<file path="src/rtl/intra_pred_pkg.sv">
// Shared intra-prediction definitions used by the top-reference row writer
// and the top-reference capture buffer.
package intra_pred_pkg;
  typedef enum logic [1:0] {
    ST_IDLE = 2'd0,
    ST_SEND = 2'd1,
    ST_FIN  = 2'd2
  } row_state_e;

  localparam int ROW_LEN    = 8;
  localparam int IDX_W      = 3;
  localparam int DEF_ADDR_W = 9;
endpackage

</file>
<file path="src/rtl/ref_row_writer_if.sv">
// Byte write bus into the top-reference line memory (valid/ready).
interface ref_row_writer_if #(parameter int ADDR_W = 9);
  logic              WR_VALID;
  logic              WR_READY;
  logic [ADDR_W-1:0] WR_ADDR;
  logic [7:0]        WR_DATA;

  modport master (output WR_VALID, WR_ADDR, WR_DATA, input WR_READY);
  modport slave  (input WR_VALID, WR_ADDR, WR_DATA, output WR_READY);
endinterface

</file>
<file path="src/rtl/ref_row_writer.sv">
// Writes the bottom row of a reconstructed 8x8 block into the top-reference
// line memory, one byte per accepted transfer, then pulses DONE.
module ref_row_writer
  import intra_pred_pkg::*;
#(
  parameter int ADDR_W = DEF_ADDR_W
) (
  input  logic              CLK,
  input  logic              RST,
  input  logic              FLUSH,
  input  logic              START,
  input  logic [ADDR_W-4:0] BLK_X,
  input  logic [7:0]        RECON0,
  input  logic [7:0]        RECON1,
  input  logic [7:0]        RECON2,
  input  logic [7:0]        RECON3,
  input  logic [7:0]        RECON4,
  input  logic [7:0]        RECON5,
  input  logic [7:0]        RECON6,
  input  logic [7:0]        RECON7,
  ref_row_writer_if.master  wr,
  output logic              BUSY,
  output logic              DONE
);
  row_state_e        r_state;
  logic [IDX_W-1:0]  r_idx;
  logic [ADDR_W-4:0] r_base;
  logic [7:0]        r_shadow [ROW_LEN];
  logic              r_valid;
  logic [ADDR_W-1:0] r_addr;
  logic [7:0]        r_data;
  logic              r_busy;
  logic              r_done;

  logic [7:0]        w_recon [ROW_LEN];
  logic [IDX_W-1:0]  w_idx_nxt;

  assign w_recon[0] = RECON0;
  assign w_recon[1] = RECON1;
  assign w_recon[2] = RECON2;
  assign w_recon[3] = RECON3;
  assign w_recon[4] = RECON4;
  assign w_recon[5] = RECON5;
  assign w_recon[6] = RECON6;
  assign w_recon[7] = RECON7;
  assign w_idx_nxt  = r_idx + IDX_W'(1);

  // Outputs are precomputed one edge ahead so every output is a flop.
  always_ff @(posedge CLK) begin
    if (RST) begin
      r_state <= ST_IDLE;
      r_idx   <= '0;
      r_base  <= '0;
      for (int i = 0; i < ROW_LEN; i++) r_shadow[i] <= '0;
      r_valid <= 1'b0;
      r_addr  <= '0;
      r_data  <= '0;
      r_busy  <= 1'b0;
      r_done  <= 1'b0;
    end else if (FLUSH) begin
      r_state <= ST_IDLE;
      r_idx   <= '0;
      r_valid <= 1'b0;
      r_addr  <= '0;
      r_data  <= '0;
      r_busy  <= 1'b0;
      r_done  <= 1'b0;
    end else begin
      case (r_state)
        ST_IDLE: begin
          r_done <= 1'b0;
          if (START) begin
            for (int i = 0; i < ROW_LEN; i++) r_shadow[i] <= w_recon[i];
            r_base  <= BLK_X;
            r_idx   <= '0;
            r_state <= ST_SEND;
            r_valid <= 1'b1;
            r_addr  <= {BLK_X, IDX_W'(0)};
            r_data  <= RECON0;
            r_busy  <= 1'b1;
          end
        end
        ST_SEND: begin
          if (wr.WR_READY) begin
            if (r_idx == IDX_W'(ROW_LEN - 1)) begin
              r_state <= ST_FIN;
              r_valid <= 1'b0;
              r_addr  <= '0;
              r_data  <= '0;
              r_done  <= 1'b1;
            end else begin
              r_idx  <= w_idx_nxt;
              r_addr <= {r_base, w_idx_nxt};
              r_data <= r_shadow[w_idx_nxt];
            end
          end
        end
        ST_FIN: begin
          r_state <= ST_IDLE;
          r_done  <= 1'b0;
          r_busy  <= 1'b0;
        end
        default: begin
          r_state <= ST_IDLE;
          r_idx   <= '0;
          r_valid <= 1'b0;
          r_addr  <= '0;
          r_data  <= '0;
          r_busy  <= 1'b0;
          r_done  <= 1'b0;
        end
      endcase
    end
  end

  assign wr.WR_VALID = r_valid;
  assign wr.WR_ADDR  = r_addr;
  assign wr.WR_DATA  = r_data;
  assign BUSY        = r_busy;
  assign DONE        = r_done;
endmodule

</file>
<file path="src/flat_wrapper.sv">
// flat-port wrapper written by rule: the top's interface ports become plain ports
module ref_row_writer_flat import intra_pred_pkg::*;
#(
  parameter int ADDR_W = DEF_ADDR_W
)
  (CLK, RST, FLUSH, START, BLK_X, RECON0, RECON1, RECON2, RECON3, RECON4, RECON5, RECON6, RECON7, BUSY, DONE, wr_WR_VALID, wr_WR_ADDR, wr_WR_DATA, wr_WR_READY);
  ref_row_writer_if #(.ADDR_W(ADDR_W)) wr_i ();
  input  logic CLK;
  input  logic RST;
  input  logic FLUSH;
  input  logic START;
  input  logic [ADDR_W-4:0] BLK_X;
  input  logic [7:0] RECON0;
  input  logic [7:0] RECON1;
  input  logic [7:0] RECON2;
  input  logic [7:0] RECON3;
  input  logic [7:0] RECON4;
  input  logic [7:0] RECON5;
  input  logic [7:0] RECON6;
  input  logic [7:0] RECON7;
  output logic BUSY;
  output logic DONE;
  output wire logic [$bits(wr_i.WR_VALID)-1:0] wr_WR_VALID;
  output wire logic [$bits(wr_i.WR_ADDR)-1:0] wr_WR_ADDR;
  output wire logic [$bits(wr_i.WR_DATA)-1:0] wr_WR_DATA;
  input wire logic [$bits(wr_i.WR_READY)-1:0] wr_WR_READY;
  assign wr_WR_VALID = wr_i.WR_VALID;
  assign wr_WR_ADDR = wr_i.WR_ADDR;
  assign wr_WR_DATA = wr_i.WR_DATA;
  assign wr_i.WR_READY = wr_WR_READY;
  ref_row_writer #(.ADDR_W(ADDR_W)) u_core (.CLK(CLK), .RST(RST), .FLUSH(FLUSH), .START(START), .BLK_X(BLK_X), .RECON0(RECON0), .RECON1(RECON1), .RECON2(RECON2), .RECON3(RECON3), .RECON4(RECON4), .RECON5(RECON5), .RECON6(RECON6), .RECON7(RECON7), .wr(wr_i), .BUSY(BUSY), .DONE(DONE));
endmodule
</file>
<file path="config.mk">
export PLATFORM = sky130hd
export DESIGN_NAME = ref_row_writer_flat
export DESIGN_NICKNAME = d
export VERILOG_FILES = /design/src/rtl/intra_pred_pkg.sv /design/src/rtl/ref_row_writer_if.sv /design/src/rtl/ref_row_writer.sv /design/src/flat_wrapper.sv
export SDC_FILE = /design/constraint.sdc
export NUM_CORES = 1
export LEC_CHECK = 0
export ABC_AREA = 1
export CAP_MARGIN = 20
export CORE_MARGIN = 2
export CORE_UTILIZATION = 28
export CTS_BUF_LIST = sky130_fd_sc_hd__clkbuf_8
export CTS_CLUSTER_SIZE = 8
export DETAILED_ROUTE_END_ITERATION = 8
export GPL_TIMING_DRIVEN = 0
export PLACE_DENSITY = 0.5
export SLEW_MARGIN = 20
export SYNTH_ARGS = -nofsm -noshare
export SYNTH_HDL_FRONTEND = slang
export SYNTH_SLANG_ARGS = --single-unit
</file>
<file path="constraint.sdc">
create_clock -name CLK -period 5.8 [get_ports CLK]
set_clock_uncertainty 0.2 [all_clocks]
set_input_delay 0.58 -clock CLK [delete_from_list [all_inputs] [get_ports CLK]]
set_output_delay 0.58 -clock CLK [all_outputs]
set_load 0.01 [all_outputs]
</file>
Word level (Yosys, flattened, before mapping)
Memory sizes are Yosys's and may differ from the RTL's.
Index checks and enable logic that the tools add are counted.
{"block": "word_totals", "input_bits": 75, "mem_bits_rw": 64, "register_bits": 31, "output_inout_bits": 20, "memories": 1, "elab_cells": 74}
{"name": "u_core.r_shadow", "depth": 8, "word_bits": 8, "rd": 1, "rd_ports_with_merged_regs": 0, "wr": 8, "line": "ref_row_writer.sv:28", "rtl": "logic [7:0] r_shadow [ROW_LEN];"}
{"block": "op_classes", "addsub": 1, "n_eq_ne": 7, "n_bitwise": 11, "mux": 36, "n_reduce_logical": 10}
{"operator": "two-way mux 8 bit", "n": 11}
{"operator": "two-way mux 9 bit", "n": 3}
{"operator": "case mux 9 bit (3 select lines)", "n": 1}
{"operator": "case mux 8 bit (3 select lines)", "n": 1}
{"operator": "two-way mux 1 bit", "n": 10}
{"operator": "two-way mux 3 bit", "n": 3}
{"operator": "case mux 3 bit (3 select lines)", "n": 1}
{"operator": "AND reduction 3 bit", "n": 3}
{"operator": "bitwise OR 1 bit", "n": 8}
{"operator": "AND reduction 4 bit", "n": 2}
{"operator": "two-way mux 2 bit", "n": 3}
{"operator": "!= test 2 bit (second input constant)", "n": 3}
{"operator": "case mux 2 bit (2 select lines)", "n": 1}
{"operator": "AND reduction 2 bit", "n": 2}
{"operator": "adder 3 x 1 -> 3 bit (second input constant)", "n": 1}
{"operator": "equality test 3 bit (second input constant)", "n": 1}
{"operator": "NOT 1 bit", "n": 3}
{"operator": "case mux 1 bit (3 select lines)", "n": 1}
{"operator": "OR reduction 3 bit", "n": 1}
{"operator": "equality test 2 x 1 -> 1 bit (second input constant)", "n": 1}
{"operator": "equality test 2 bit (second input constant)", "n": 1}
{"operator": "zero test 2 bit", "n": 1}
{"operator": "!= test 2 x 1 -> 1 bit (second input constant)", "n": 1}
{"operator": "case mux 1 bit (2 select lines)", "n": 1}
{"operator": "OR reduction 2 bit", "n": 1}

Logic depth before layout (Yosys ltp)
{"block": "depth", "word_depth": 6, "depth_mapped": 11, "ltp_nobuf": 9}

Worst setup path after synthesis
OpenSTA, ideal clock, no wires.
{"block": "synth_timing", "kind": "in2reg", "from": "input port RST", "to": "memory u_core.r_shadow[0][0], enable pin", "cell_stages": 3, "arrival_ns": 2.731, "n_path_buf": 2, "setup_ns": 0.451, "setup_slack_ns": 2.418, "t_required_ns": 5.149, "path_cell_list": "buf_2 > or2_2 > clkbuf_1"}
{"item": "from (decl)", "line": "flat_wrapper.sv:9", "rtl": "input logic RST;"}
{"item": "to (decl)", "line": "ref_row_writer.sv:28"}

Worst setup path after layout
{"block": "layout_timing", "from": "register u_core.r_idx[0]", "to": "register u_core.r_data[5], in the netlist u_core.wr.WR_DATA[5]"}
{"block": "layout_between", "elab_chain_cells": 5, "elab_cells_between_ends": 6, "cone_classes": "add/sub (1); eq/ne (1); mux (3); memory (1)"}
{"item": "from (decl)", "line": "ref_row_writer.sv:26", "rtl": "logic [IDX_W-1:0] r_idx;"}
{"item": "from (signal assigned)", "line": "ref_row_writer.sv:92", "rtl": "r_idx <= w_idx_nxt;"}
{"item": "adder 3 x 1 -> 3 bit", "line": "ref_row_writer.sv:46", "rtl": "assign w_idx_nxt = r_idx + IDX_W'(1);"}
{"item": "memory (8 x 8 bit)"}
{"item": "two-way mux 8 bit *", "line": "ref_row_writer.sv:85", "rtl": "if (r_idx == IDX_W'(ROW_LEN - 1)) begin"}
{"item": "two-way mux 8 bit *", "line": "ref_row_writer.sv:84", "rtl": "if (wr.WR_READY) begin"}
{"item": "case mux 8 bit (3 select lines) *", "line": "ref_row_writer.sv:69", "rtl": "case (r_state)"}
{"item": "to (signal assigned)", "line": "ref_row_writer.sv:94", "rtl": "r_data <= r_shadow[w_idx_nxt];"}
{"item": "to (decl)", "line": "ref_row_writer.sv:31", "rtl": "logic [7:0] r_data;"}
Mark *: on every way between the ends. The rest lies on a longest branch, timed or not. The select of a mux whose other input is x is not followed.
A chain may end at the register's enable or synchronous reset.

==> impl_summary.log <==
[metrics] cell family contributing the most delay on the critical path: buffers and inverters
[metrics] Filler cells: around 1,600
[metrics] port buffer count: 93
[metrics] WP buf/inv: 2
[metrics] total via count after detailed routing: around 3,600
[metrics] clock tree from TritonCTS: done
[metrics] number of standard cells after synthesis: 515
[metrics] r2r worst-path depth: 10
[metrics] CTS Buffer Depth: 2
[metrics] htree depth: 3
[metrics] share of final-layout standard cells stronger than drive strength 1: 0.0641
[metrics] fin area: 5720 um2
[metrics] initial antenna violation count: 0
[metrics] area of the core region: 15,200 um2
[metrics] Int Pwr: ~1000 uW
[metrics] CP Launch Point: u_core.r_idx[0]
[metrics] average cell area after synthesis: roughly 8.5 um2
[metrics] row count: between 40 and 50
[metrics] final hold violation count: 0
[metrics] biggest fanout along the worst timing path: 10
[metrics] launching element type of the critical path: flip-flop
[metrics] DIE HEIGHT: 129 um
[metrics] Area contributors post-synth: edfxtp_1 44%, dfxtp_1 14%, nand2_1 12%
[metrics] number of setup violations in the final report: 0
[metrics] Reg power frac: 0.588
[metrics] net count after synthesis: 593
[metrics] DRC viols: 0
[metrics] area share of the leading cell type in the synthesized netlist: 0.440
[metrics] starting utilization of the core area: 0.287
[metrics] post-synthesis adder-cell area fraction: 0.00859
[metrics] CP Class: reg2reg
[metrics] sequential fraction of the synthesis area: 0.582
[metrics] Crit path top cell by count: nand2_1
[metrics] GRT Util Overall: 0.145
[metrics] Hold Crit Depth: 2
[metrics] maximum cell stage delay along the critical path: 0.50 ns
[metrics] setup repair after global routing missed its margin: no
[metrics] global-route wire length before repair: about 18,000 um
[metrics] fin. max-slew vios: 0
[metrics] per-cell routed wire length: roughly 14 um
[metrics] cts bufs inserted: 9
[metrics] Routed Wire Length: 11,400 um
[metrics] top cells by count, synth: 135 x nand2_1, 83 x inv_1, 76 x nor2_1
[metrics] cell count along the critical path: 10
[metrics] overall overflow remaining after global route: 0
[metrics] number of sinks on the clock net: 95
[metrics] antenna cell count: 0
[metrics] complex-gate fraction of the synthesized area: 0.0616
[metrics] power share of the clock group: 0.276
[metrics] width of the chip: about 130 um
[metrics] clock latency of the later-clocked register in the worst-skew pair: approximately 0.35 ns
[metrics] post-CTS setup buffer count: 0
[metrics] flip-flop and latch count after synthesis: 95
[metrics] Worst path slowest cell: clkbuf_1
[metrics] area of the mapped netlist: 4370 um2
[metrics] Net count, final: 698
[metrics] boundary pin count: 95
[metrics] fraction of registers with async set/reset: 0
[metrics] origin of the critical flop-to-flop path: u_core.r_idx[0]
[metrics] Tightest Hold Check Type: reg2reg
[metrics] number of routed nets with antenna violations: 0
[metrics] area occupied by multi-input gates: 1350 um2
[metrics] crit-path cells: ha_1 > inv_1 > clkbuf_1 > nand3_1 > nand2_1 > nand2_1 > nand3_1 > nand2_1 > nand2_1 > a21oi_1
[metrics] area added between synthesis and finish: 30.9%
[metrics] Root Buffer Master: clkbuf_8
[metrics] area of the die: 16,600 um2
[metrics] RD Place Congestion: 0.822
[metrics] Worst-Margin Slew: around 0.6 ns
[metrics] via count of the first global-routing pass: 3,691
[metrics] final worst path period share: 0.392
[metrics] switching power total: 324 uW
[metrics] xor and xnor fraction of the mapped netlist area: 0
[metrics] accumulated negative setup slack: 0 ns
[metrics] required time at the endpoint of the critical path: 5.82 ns
[metrics] count of hold-fix buffers inserted at cts: 0
[metrics] cell taking the most area after synthesis: edfxtp_1
[metrics] FF-to-FF setup slack: between 3 and 4 ns
[metrics] fraction of power spent switching nets: 0.244
[metrics] CTS clk-pin slew, worst paths: 0.08 ns
[metrics] count of unique library cells instantiated by Yosys: 26
[metrics] minimum clock period: 2.28 ns
[metrics] most used flip-flop cell after synthesis: edfxtp_1
[metrics] via density per instance: 4.40
[metrics] area taken by flip-flops and latches: 2540 um2
[metrics] CP Data Arrival Time: around 2.3 ns
[metrics] VDD IR-drop max: 0.0913 mV
[metrics] run status: complete, no violations
[metrics] count of TritonRoute iterations in the first routing pass: 5
[metrics] maximum clock frequency: ~440 MHz
[metrics] type of element capturing the critical path: flip-flop
[metrics] Maximum Capacitance Violations: 0
[metrics] post-cts sizing count: 0
[metrics] area post-placement: 5570 um2
[metrics] portion of total power attributed to combinational logic: 0.136
[metrics] leakage power total: ~0.0025 uW
[metrics] total power density per cell area: between 200 and 250 nW/um2
[metrics] worst slew margin relative to its limit: 0.594
[metrics] portion of netlist area occupied by mux cells: 0
[metrics] number of enable flip-flop cells after synthesis: 64
[metrics] cell with the most instances after synthesis: nand2_1
[metrics] iteration-0 DRC count of the detailed router: 236
[metrics] half-perimeter wire length of the detailed placement result: 8350 um
[metrics] pin count of the biggest net entering global routing: 55
[metrics] largest family of logic cells by synthesized area: simple AND/OR/NAND/NOR gates
[metrics] launch point of the worst hold path: u_core.wr.WR_ADDR[2]
[metrics] Synth warnings: 0
[metrics] Synth Area in Simple Gates: 0.239
-- power by group through the flow --
stage	combinational [uW]	sequential [uW]	clock, uW
global route	202	783	409
CTS	182	779	378
floorplan	85.8	794	0
global placement	177	797	0
detailed placement	182	795	0
finish	180	779	366
-- worst reg2reg max path, delay by kind of cell, from the launching register on --
kind                     cells  cell delay, ns
AO/OA/AOI/OAI                1            0.05
adder cells (fa/ha/maj)      1            0.30
buffers and inverters        2            0.65
flip-flops                   1            0.32
AND/OR/NAND/NOR              6            0.63
-- through the flow --
stage / instances / total power [uW] / utilization / hold WS, ns / setup slack, ns
floorplan: 515 / 880 / - / 0.243 / 2.42
global route: 812 / 1390 / 0.376 / 0.302 / 3.34
global placement: 796 / 974 / 0.364 / 0.259 / 0.956
finish: 812 / 1320 / 0.376 / 0.267 / 3.52
detailed placement: 797 / 976 / 0.366 / 0.258 / 3.20
CTS: 812 / 1340 / 0.376 / 0.272 / 3.49
-- path summary, 6_finish.rpt --
check | end
worst max-delay path | u_core.wr.WR_DATA[5]
worst min-delay path | u_core.wr.WR_ADDR[2]
worst max register to register | u_core.wr.WR_DATA[5]
worst min register to register | u_core.wr.WR_ADDR[2]
-- cells in the final DEF, fill, tap and decap left out, types with 3 or more instances in the layout --
cell,count
ha_1,3
nand3_1,42
clkbuf_1,7
buf_6,5
buf_2,12
dfxtp_1,31
clkbuf_8,9
clkinv_1,4
edfxtp_1,64
o211ai_1,3
o21ai_0,5
clkdlybuf4s50_1,93
inv_1,84
a21oi_1,21
o22ai_1,12
nand2_1,135
nor2_1,76
-- area by class of cell --
cell class	count	area share
multi-input combinational	308	0.236
clock buffer	9	0.0217
inverter	86	0.0564
buffer	26	0.0276
sequential	95	0.444
timing repair buffer	94	0.168
tap	188	0.0411
clock inverter	6	0.00525
-- per-layer routing --
metal	up-vias	routed length, um	GRT usage
li1	1831	-	-
met1	1628	5190	0.185
met4	0	164	0.0486
met3	12	472	0.0241
met2	104	5530	0.251
met5	-	0	0
-- kinds of logic (layout without fill, tap and decap cells) --
family | count (synthesis) | in the layout
buffers and inverters | 112 | 221
AOI/OAI and AO/OA | 45 | 45
and+or+nand+nor | 260 | 260
adders and majority gates | 3 | 3
DFF | 95 | 95
-- state kept, by name, summed over array words and instances, names as in the netlist --
register,flops
u_core.wr.WR_DATA,8
u_core.BUSY,1
u_core.r_shadow,64
u_core.wr.WR_ADDR,9
u_core.r_base,6
u_core.r_idx,3
u_core.r_state,2
u_core.DONE,1
u_core.wr.WR_VALID,1
Power figures use the tool's default switching activity.
